**src/rtl/alu_stage_pkg.sv**
```systemverilog
// Shared definitions for the ALU result stage: op-code width, the highest
// op code the result mux decodes, and the skid-buffer occupancy states.
package alu_stage_pkg;

  localparam int OP_W = 4;

  // Highest op code with a decoded mux input; anything above selects the
  // mux default input.
  localparam logic [OP_W-1:0] OP_MAX = 4'd10;

  typedef enum logic [1:0] {
    EMPTY,
    ONE,
    TWO
  } occ_t;

  // Op codes beyond OP_MAX make the mux fall through to its default input.
  function automatic logic op_is_illegal(input logic [OP_W-1:0] op);
    return (op > OP_MAX);
  endfunction

  // The result entry {data, op, zero, neg, illegal} depends on the data
  // width N, so it is declared as a packed struct inside alu_result_stage
  // where N is known; the buffer below only sees it as a flat vector.

endpackage

```
**src/rtl/alu_result_stage_skid_buffer_2.sv**
```systemverilog
// Generic 2-entry valid/ready skid buffer. Entries are opaque W-bit
// vectors. in_ready depends only on the registered occupancy, so there is
// no combinational path from out_ready back to in_ready.
module skid_buffer_2
  import alu_stage_pkg::*;
#(
  parameter int W = 8
) (
  input  logic         clk,
  input  logic         rst_n,
  input  logic         in_valid,
  output logic         in_ready,
  input  logic [W-1:0] in_data,
  output logic         out_valid,
  input  logic         out_ready,
  output logic [W-1:0] out_data
);

  occ_t         state_reg, state_next;
  logic [W-1:0] head_reg, head_next;
  logic [W-1:0] tail_reg, tail_next;
  logic         push, pop;

  assign in_ready  = (state_reg != TWO);
  assign out_valid = (state_reg != EMPTY);
  assign out_data  = head_reg;
  assign push      = in_valid && in_ready;
  assign pop       = out_valid && out_ready;

  // Occupancy and entry registers; reset drops every held entry at once.
  always_ff @(posedge clk or negedge rst_n) begin
    if (!rst_n) begin
      state_reg <= EMPTY;
      head_reg  <= '0;
      tail_reg  <= '0;
    end else begin
      state_reg <= state_next;
      head_reg  <= head_next;
      tail_reg  <= tail_next;
    end
  end

  // Next occupancy and entry movement; the head is always the oldest entry.
  always_comb begin
    state_next = state_reg;
    head_next  = head_reg;
    tail_next  = tail_reg;
    case (state_reg)
      EMPTY: begin
        if (push) begin
          head_next  = in_data;
          state_next = ONE;
        end
      end
      ONE: begin
        if (push && pop) begin
          head_next = in_data;
        end else if (push) begin
          tail_next  = in_data;
          state_next = TWO;
        end else if (pop) begin
          state_next = EMPTY;
        end
      end
      TWO: begin
        // in_ready is low here, so only a pop can happen.
        if (pop) begin
          head_next  = tail_reg;
          state_next = ONE;
        end
      end
      default: begin
        state_next = EMPTY;
      end
    endcase
  end

endmodule

```
**src/rtl/alu_result_stage.sv**
```systemverilog
// Registered result stage behind the 11-input result mux. Drives the mux
// select straight from the incoming op code, tags the returned result with
// zero/negative/illegal flags and queues it in a 2-entry skid buffer.
// Optional feature macro: ALU_RESULT_PARITY_EN adds out_parity and a
// saturating count of popped illegal-op results (parity_err_cnt).
module alu_result_stage
  import alu_stage_pkg::*;
#(
  parameter int N = 5
) (
  input  logic            clk,
  input  logic            rst_n,
  input  logic            in_valid,
  output logic            in_ready,
  input  logic [OP_W-1:0] in_op,
  output logic [OP_W-1:0] mux_sel,
  input  logic [N-1:0]    mux_out,
  output logic            out_valid,
  input  logic            out_ready,
  output logic [N-1:0]    out_data,
  output logic [OP_W-1:0] out_op,
  output logic            out_zero,
  output logic            out_neg,
  output logic            out_illegal
`ifdef ALU_RESULT_PARITY_EN
  ,
  output logic            out_parity,
  output logic [7:0]      parity_err_cnt
`endif
);

  typedef struct packed {
    logic [N-1:0]    data;
    logic [OP_W-1:0] op;
    logic            zero;
    logic            neg;
    logic            illegal;
`ifdef ALU_RESULT_PARITY_EN
    logic            parity;
`endif
  } result_entry_t;

  result_entry_t cap_entry;
  result_entry_t head_entry;

  // The mux select is a pure wire copy of the op code: zero added latency.
  assign mux_sel = in_op;

  // Flags are derived from the mux result at capture so the head registers
  // feed the outputs directly.
  always_comb begin
    cap_entry.data    = mux_out;
    cap_entry.op      = in_op;
    cap_entry.zero    = (mux_out == '0);
    cap_entry.neg     = mux_out[N-1];
    cap_entry.illegal = op_is_illegal(in_op);
`ifdef ALU_RESULT_PARITY_EN
    cap_entry.parity  = ^mux_out;
`endif
  end

  skid_buffer_2 #(
    .W($bits(result_entry_t))
  ) u_buf (
    .clk      (clk),
    .rst_n    (rst_n),
    .in_valid (in_valid),
    .in_ready (in_ready),
    .in_data  (cap_entry),
    .out_valid(out_valid),
    .out_ready(out_ready),
    .out_data (head_entry)
  );

  assign out_data    = head_entry.data;
  assign out_op      = head_entry.op;
  assign out_zero    = head_entry.zero;
  assign out_neg     = head_entry.neg;
  assign out_illegal = head_entry.illegal;

`ifdef ALU_RESULT_PARITY_EN
  logic [7:0] err_cnt_reg;

  assign out_parity     = head_entry.parity;
  assign parity_err_cnt = err_cnt_reg;

  // Count results from undecoded ops as they leave, saturating at 255.
  always_ff @(posedge clk or negedge rst_n) begin
    if (!rst_n) begin
      err_cnt_reg <= 8'd0;
    end else if (out_valid && out_ready && head_entry.illegal && (err_cnt_reg != 8'hFF)) begin
      err_cnt_reg <= err_cnt_reg + 8'd1;
    end
  end
`endif

endmodule
```
**config.mk**
```make
export PLATFORM = sky130hd
export DESIGN_NAME = alu_result_stage
export DESIGN_NICKNAME = d
export VERILOG_FILES = /design/src/rtl/alu_stage_pkg.sv /design/src/rtl/alu_result_stage_skid_buffer_2.sv /design/src/rtl/alu_result_stage.sv
export SDC_FILE = /design/constraint.sdc
export NUM_CORES = 1
export LEC_CHECK = 0
export ABC_AREA = 1
export CAP_MARGIN = 10
export CORE_MARGIN = 1.5
export CORE_UTILIZATION = 53
export CTS_BUF_LIST = sky130_fd_sc_hd__clkbuf_8
export CTS_CLUSTER_SIZE = 12
export DETAILED_ROUTE_END_ITERATION = 10
export PLACE_DENSITY = 0.86
export SYNTH_ARGS = -nofsm -noshare
export SYNTH_HDL_FRONTEND = slang
export SYNTH_SLANG_ARGS = --single-unit
```
**constraint.sdc**
```tcl
create_clock -name clk -period 2 [get_ports clk]
set_clock_uncertainty 0.15 [all_clocks]
set_input_delay 0.4 -clock clk [delete_from_list [all_inputs] [get_ports clk]]
set_output_delay 0.4 -clock clk [all_outputs]
set_load 0.05 [all_outputs]
```
==> metrics.yaml, run 1 <==
p_per_area_nw_per_um2: 1715
p_int_uw: 1410
period_needed_ns: 1.710
die_y_um: 49.78
setup_violations: 0
die_w_um: 49.78
ys_ff_latch: 24
initial_core_util: 0.5794
crit_type: "flop to output port"
sw_frac_of_total: 0.4649
layout_setup_ws_ns: 0.2896
switchingPower_uw: 1225
drtPass1Iterations: 4
synth_cells: 146
clockBufferDepth: 2
final_area_um2: 1536
ant_nets: 0
drcViolationCount: 0
n_fill_cell: 131
grt_max_degree: 25
drtIter0Drc: 17
worstPathRequired_ns: 1.45
cts_hold_buf: 0
nNetsFinal: 187
ys_seq_area_frac: 0.5178
slew-limit-headroom: 0.7611
rows: 16
synth-async-reset-ratio: 1.000
die_area_um2: 2478
synth_cell_types: 19
worstPathMaxFanout: 8
place.gp.congestion: 0.7610
core_area_um2: 2002
ir_worst_vdd_mv: 1.248
power_frac_seq: 0.329
grt_pass1_wl_um: 4360
path_clk_slew_ns: 0.09
drive_above_1_share: 0.1792
wirelength_um: 2556
netlist.area_leader.share: 0.5178
synth_common_cells: "nand2_1 (61), dfrtp_1 (24), o21ai_1 (15), inv_1 (13), o21ai_0 (7)"
final_core_util: 0.7675
synth_ff_type: "dfrtp_1"
cts_tree: "built"
port_buffers: 30
critPathLaunchType: "flop"
reg2reg_depth: 5
clock_latency_ns: 0.26
grt_antenna_before_repair: 0
hold-path-cell-count: 2
ios: 31
slew_violations: 0
critPathCaptureType: "output port"
hpwl_um: 1786
grt_setup_unrepaired: "no"
htreeDepth: 1
grt_pass1_vias: 1015
synthesis.nets: 159
grt.total_usage: 0.2301
period_share: 0.8552
synth_area_um2: 1160
numCtsBuffers: 3
status: "finished, final reports clean"
wl_per_cell_um: 12.78
grt_overflow: 0
clockRootBuffer: "clkbuf_8"
final.setup.tns_ns: 0
tightestPinTransition_ns: 0.3560
yosysTopAreaCell: "dfrtp_1"
synth_area_leaders: "dfrtp_1 (52%), nand2_1 (20%), o21ai_1 (6.5%), inv_1 (4.2%), buf_4 (3.2%)"
hold_viol: 0
cts-resized-gates: 0
via_per_inst: 5.150
max_cap_viol_count: 0
cp.arrival_ns: 1.16
syn_to_final_growth_pct: 32.47
clock-sinks: 24
placed_cell_area_um2: 1465
p_leak_uw: 0.0008200
max_freq_mhz: 584.7
synth_edf_count: 0
place_ws_ns: 0.1753
n_antenna_cell: 0
post_cts_buffers: 0
p_comb_frac: 0.513
ys.warnings.count: 0
yosysMostFrequentCell: "nand2_1"
vias: 1030
clkPwrFrac: 0.158
min_path_type: "flop to flop"
syn_area_per_cell_um2: 7.944
per-layer routing:
metal,track usage,routed length [um],up-vias
met3,0.03333,106,10
met5,0,0,-
met4,0.06944,44,0
met1,0.2903,1133,485
li1,-,-,504
met2,0.4067,1271,31
logic make-up after synthesis:
group | share of synthesized area
flops | 0.5178
buf+inv | 0.1197
simple gates | 0.2567
compound gates | 0.1057
layout by cell type (no fill, tap or decap), drive strengths merged:
cell type and count:
clkbuf 3, bufinv 1, o211ai 1, inv 16
nand4 1, nand2 64, a21oi 1, nand3 1
buf 20, clkdlybuf4s50 12, nor2 7, dfrtp 24
o21ai 22
area by class of cell:
cell class	instances	area (um^2)	share of cell area
clock inverters	1	30.03	0.01954
inverters	16	65.06	0.04235
flip-flops and latches	24	600.6	0.3909
repair buffers	32	345.3	0.2248
clock buffers	3	41.29	0.02687
multi-input cells	97	420.4	0.2736
well taps	27	33.78	0.02199
worst max-delay path: stages, from the launching register on:
cell     delay (ns)
dfrtp_1        0.44
inv_1          0.15
nand2_4        0.13
buf_12         0.18
metrics by stage:
step                      std cells  hold slack (ns)  total power [uW]
after floorplan                 146         -0.04559              1805
after global placement          196           0.3222              2162
after detailed placement        196           0.3207              2206
after CTS                       200           0.3433              2643
after global routing            200           0.3772              2792
final                           200           0.3401              2635
power groups by stage:
stage	Sequential [uW]	Combinational (uW)	Clock [uW]
after floorplan	1210	599	0
after global placement	855	1310	0
after detailed placement	866	1340	0
after CTS	860	1360	420
after global routing	889	1450	449
final	866	1350	417
final timing paths:
kind | endpoint | startpoint | slack (ns)
setup / recovery | in_ready | u_buf.state_reg[0] | 0.29
hold / removal | u_buf.out_data[7] | u_buf.out_data[7] | 0.34
setup reg to reg | u_buf.out_data[1] | u_buf.state_reg[1] | 0.46
hold reg to reg | u_buf.out_data[7] | u_buf.out_data[7] | 0.34
max in group asynchronous | u_buf.state_reg[0] | rst_n | 1.11
min in group asynchronous | u_buf.tail_reg[1] | rst_n | 0.35
No activity file was read; power rests on OpenSTA's default activity.
==> inputs of run 2 (changes only) <==
--- a/config.mk
+++ b/config.mk
@@ -8,11 +8,11 @@
 export ABC_AREA = 1
 export CAP_MARGIN = 10
 export CORE_MARGIN = 1.5
-export CORE_UTILIZATION = 53
+export CORE_UTILIZATION = 49
 export CTS_BUF_LIST = sky130_fd_sc_hd__clkbuf_8
 export CTS_CLUSTER_SIZE = 12
 export DETAILED_ROUTE_END_ITERATION = 10
-export PLACE_DENSITY = 0.86
+export PLACE_DENSITY = 0.81
 export SYNTH_ARGS = -nofsm -noshare
 export SYNTH_HDL_FRONTEND = slang
 export SYNTH_SLANG_ARGS = --single-unit
==> constraint.sdc (replaced) <==
create_clock -name clk -period 1.8 [get_ports clk]
set_clock_uncertainty 0.15 [all_clocks]
set_input_delay 0.36 -clock clk [delete_from_list [all_inputs] [get_ports clk]]
set_output_delay 0.36 -clock clk [all_outputs]
set_load 0.05 [all_outputs]
==> metrics.yaml, run 2 (synthesized netlist as in run 1, its figures left out) <==
cts_hold_buf: 0  # unchanged
cts-resized-gates: 0  # unchanged
power_frac_seq: 0.329  # about the same
ir_worst_vdd_mv: 1.160  # was 1.248 mV
wl_per_cell_um: 11.39  # was 12.78 um
instances_no_fill: 201  # was 200
wirelength_um: 2290  # was 2556 um
tightestPinTransition_ns: 0.2951  # was 0.3560 ns
p_comb_frac: 0.511  # was 0.513
nNetsFinal: 187  # unchanged
final_cell_mix: "nand2_1 (61), dfrtp_1 (24), o21ai_1 (15), buf_4 (14), inv_1 (13)"  # unchanged
vias: 1012  # was 1030
clock-sinks: 24  # unchanged
sw_frac_of_total: 0.4599  # was 0.4649
grt_max_degree: 25  # unchanged
dpl.cell_count: 197  # was 196
final.setup.tns_ns: 0  # unchanged
cts_tree: "built"  # unchanged
clockBufferDepth: 2  # unchanged
critPathCaptureType: "output port"  # unchanged
port_buffers: 30  # unchanged
drive_above_1_share: 0.1792  # unchanged
status: "finished, final reports clean"  # unchanged
worstPathRequired_ns: 1.29  # was 1.45 ns
worstPathMaxFanout: 8  # unchanged
switchingPower_uw: 1334  # was 1225 uW
min_path_type: "input pin to async pin"  # was flop to flop
htreeDepth: 1  # unchanged
initial_core_util: 0.5193  # was 0.5794
grt_pass1_wl_um: 4008  # was 4360 um
post_cts_buffers: 0  # unchanged
seq_area_um2: 600.6  # unchanged
die_w_um: 51.65  # was 49.78 um
grt_antenna_before_repair: 0  # unchanged
final_core_util: 0.6885  # was 0.7675
p_int_uw: 1567  # was 1410 uW
whs_ns: 0.2974  # was 0.3401 ns
multi_input_area_um2: 420.4  # unchanged
die_y_um: 51.65  # was 49.78 um
critPathLaunchType: "flop"  # unchanged
p_per_area_nw_per_um2: 1887  # was 1715 nW/um^2
regToRegEndpoint: "u_buf.out_data[1]"  # unchanged
grt_setup_unrepaired: "no"  # unchanged
final_common_cell: "nand2_1"  # unchanged
slew_violations: 0  # unchanged
numCtsBuffers: 3  # unchanged
hpwl_um: 1683  # was 1786 um
setup_violations: 0  # unchanged
die_area_um2: 2668  # was 2478 um^2
n_antenna_cell: 0  # unchanged
final_area_um2: 1538  # was 1536 um^2
reg2reg_from: "u_buf.state_reg[1]"  # unchanged
clkPwrFrac: 0.160  # was 0.158
clockRootBuffer: "clkbuf_8"  # unchanged
path_clk_slew_ns: 0.08  # was 0.09 ns
place.gp.congestion: 0.7680  # was 0.7610
period_share: 0.9097
max_freq_mhz: 610.7
crit_type: "flop to output port"  # unchanged
grt_pass1_vias: 997  # was 1015
drcViolationCount: 0  # unchanged
via_per_inst: 5.035  # was 5.150
rows: 17  # was 16
placed_cell_area_um2: 1466  # was 1465 um^2
drtPass1Iterations: 4  # unchanged
clock_latency_ns: 0.26  # about the same
rrSetupSlack_ns: 0.32  # was 0.46 ns
syn_to_final_growth_pct: 32.58  # was 32.47%
ios: 31  # unchanged
drtIter0Drc: 19  # was 17
reg2reg_depth: 5  # unchanged
core_area_um2: 2233  # was 2002 um^2
p_leak_uw: 0.0008200  # unchanged
cp.arrival_ns: 1.13  # was 1.16 ns
grt.total_usage: 0.1993  # was 0.2301
period_needed_ns: 1.637
grt_overflow: 0  # unchanged
ant_nets: 0  # unchanged
n_fill_cell: 182  # was 131
max_cap_viol_count: 0  # unchanged
slew-limit-headroom: 0.8020  # was 0.7611
hold_viol: 0  # unchanged
-- run 2: power groups by stage --
stage          Sequential [uW]  Clock [uW]  Combinational (uW)
2_1_floorplan             1340           0                 666
3_3_place_gp               951           0                1450
3_5_place_dp               960           0                1490
4_1_cts                    952         468                1500
5_1_grt                    986         489                1610
6_report                   954         465                1480
-- run 2: cell type report --
class	instances	share of cell area
repair buffers	32	0.2246
clock buffers	3	0.02685
inverters	16	0.04231
well taps	28	0.02278
flip-flops and latches	24	0.3906
clock inverters	1	0.01953
multi-input cells	97	0.2734
-- run 2: worst max-delay path by stage --
| stage | startpoint | to | slack, ns | cells after the start |
|---|---|---|---|---|
| after floorplan | u_buf.out_data[1] | out_data[4] | 0.39 | 1 |
| after global placement | out_ready | u_buf.out_data[9] | 0.09 | 7 |
| after detailed placement | out_ready | u_buf.out_data[1] | 0.02 | 7 |
| after CTS | u_buf.state_reg[0] | in_ready | 0.16 | 3 |
| after global routing | u_buf.state_reg[1] | out_valid | 0.09 | 3 |
| final | u_buf.state_reg[0] | in_ready | 0.16 | 3 |
-- run 2: critical path, stage by stage (launching register included) --
cell,delay [ns]
dfrtp_1,0.41
inv_1,0.14
nand2_4,0.13
buf_12,0.18
-- run 2: per-layer routing --
metal,share of wire,vias up,wire length (um),global-route usage
met5,0,-,0,0
met4,0.017,0,39,0.09649
met3,0.047,4,108,0.03161
met2,0.48,31,1100,0.3333
met1,0.46,478,1042,0.2519
li1,-,499,-,-
-- run 2: metrics by stage --
step | worst slack (ns) | power (uW)
finish | 0.1626 | 2901
global route | 0.09327 | 3085
CTS | 0.1602 | 2919
detailed placement | 0.02341 | 2445
global placement | 0.09188 | 2403
floorplan | 0.3862 | 2006
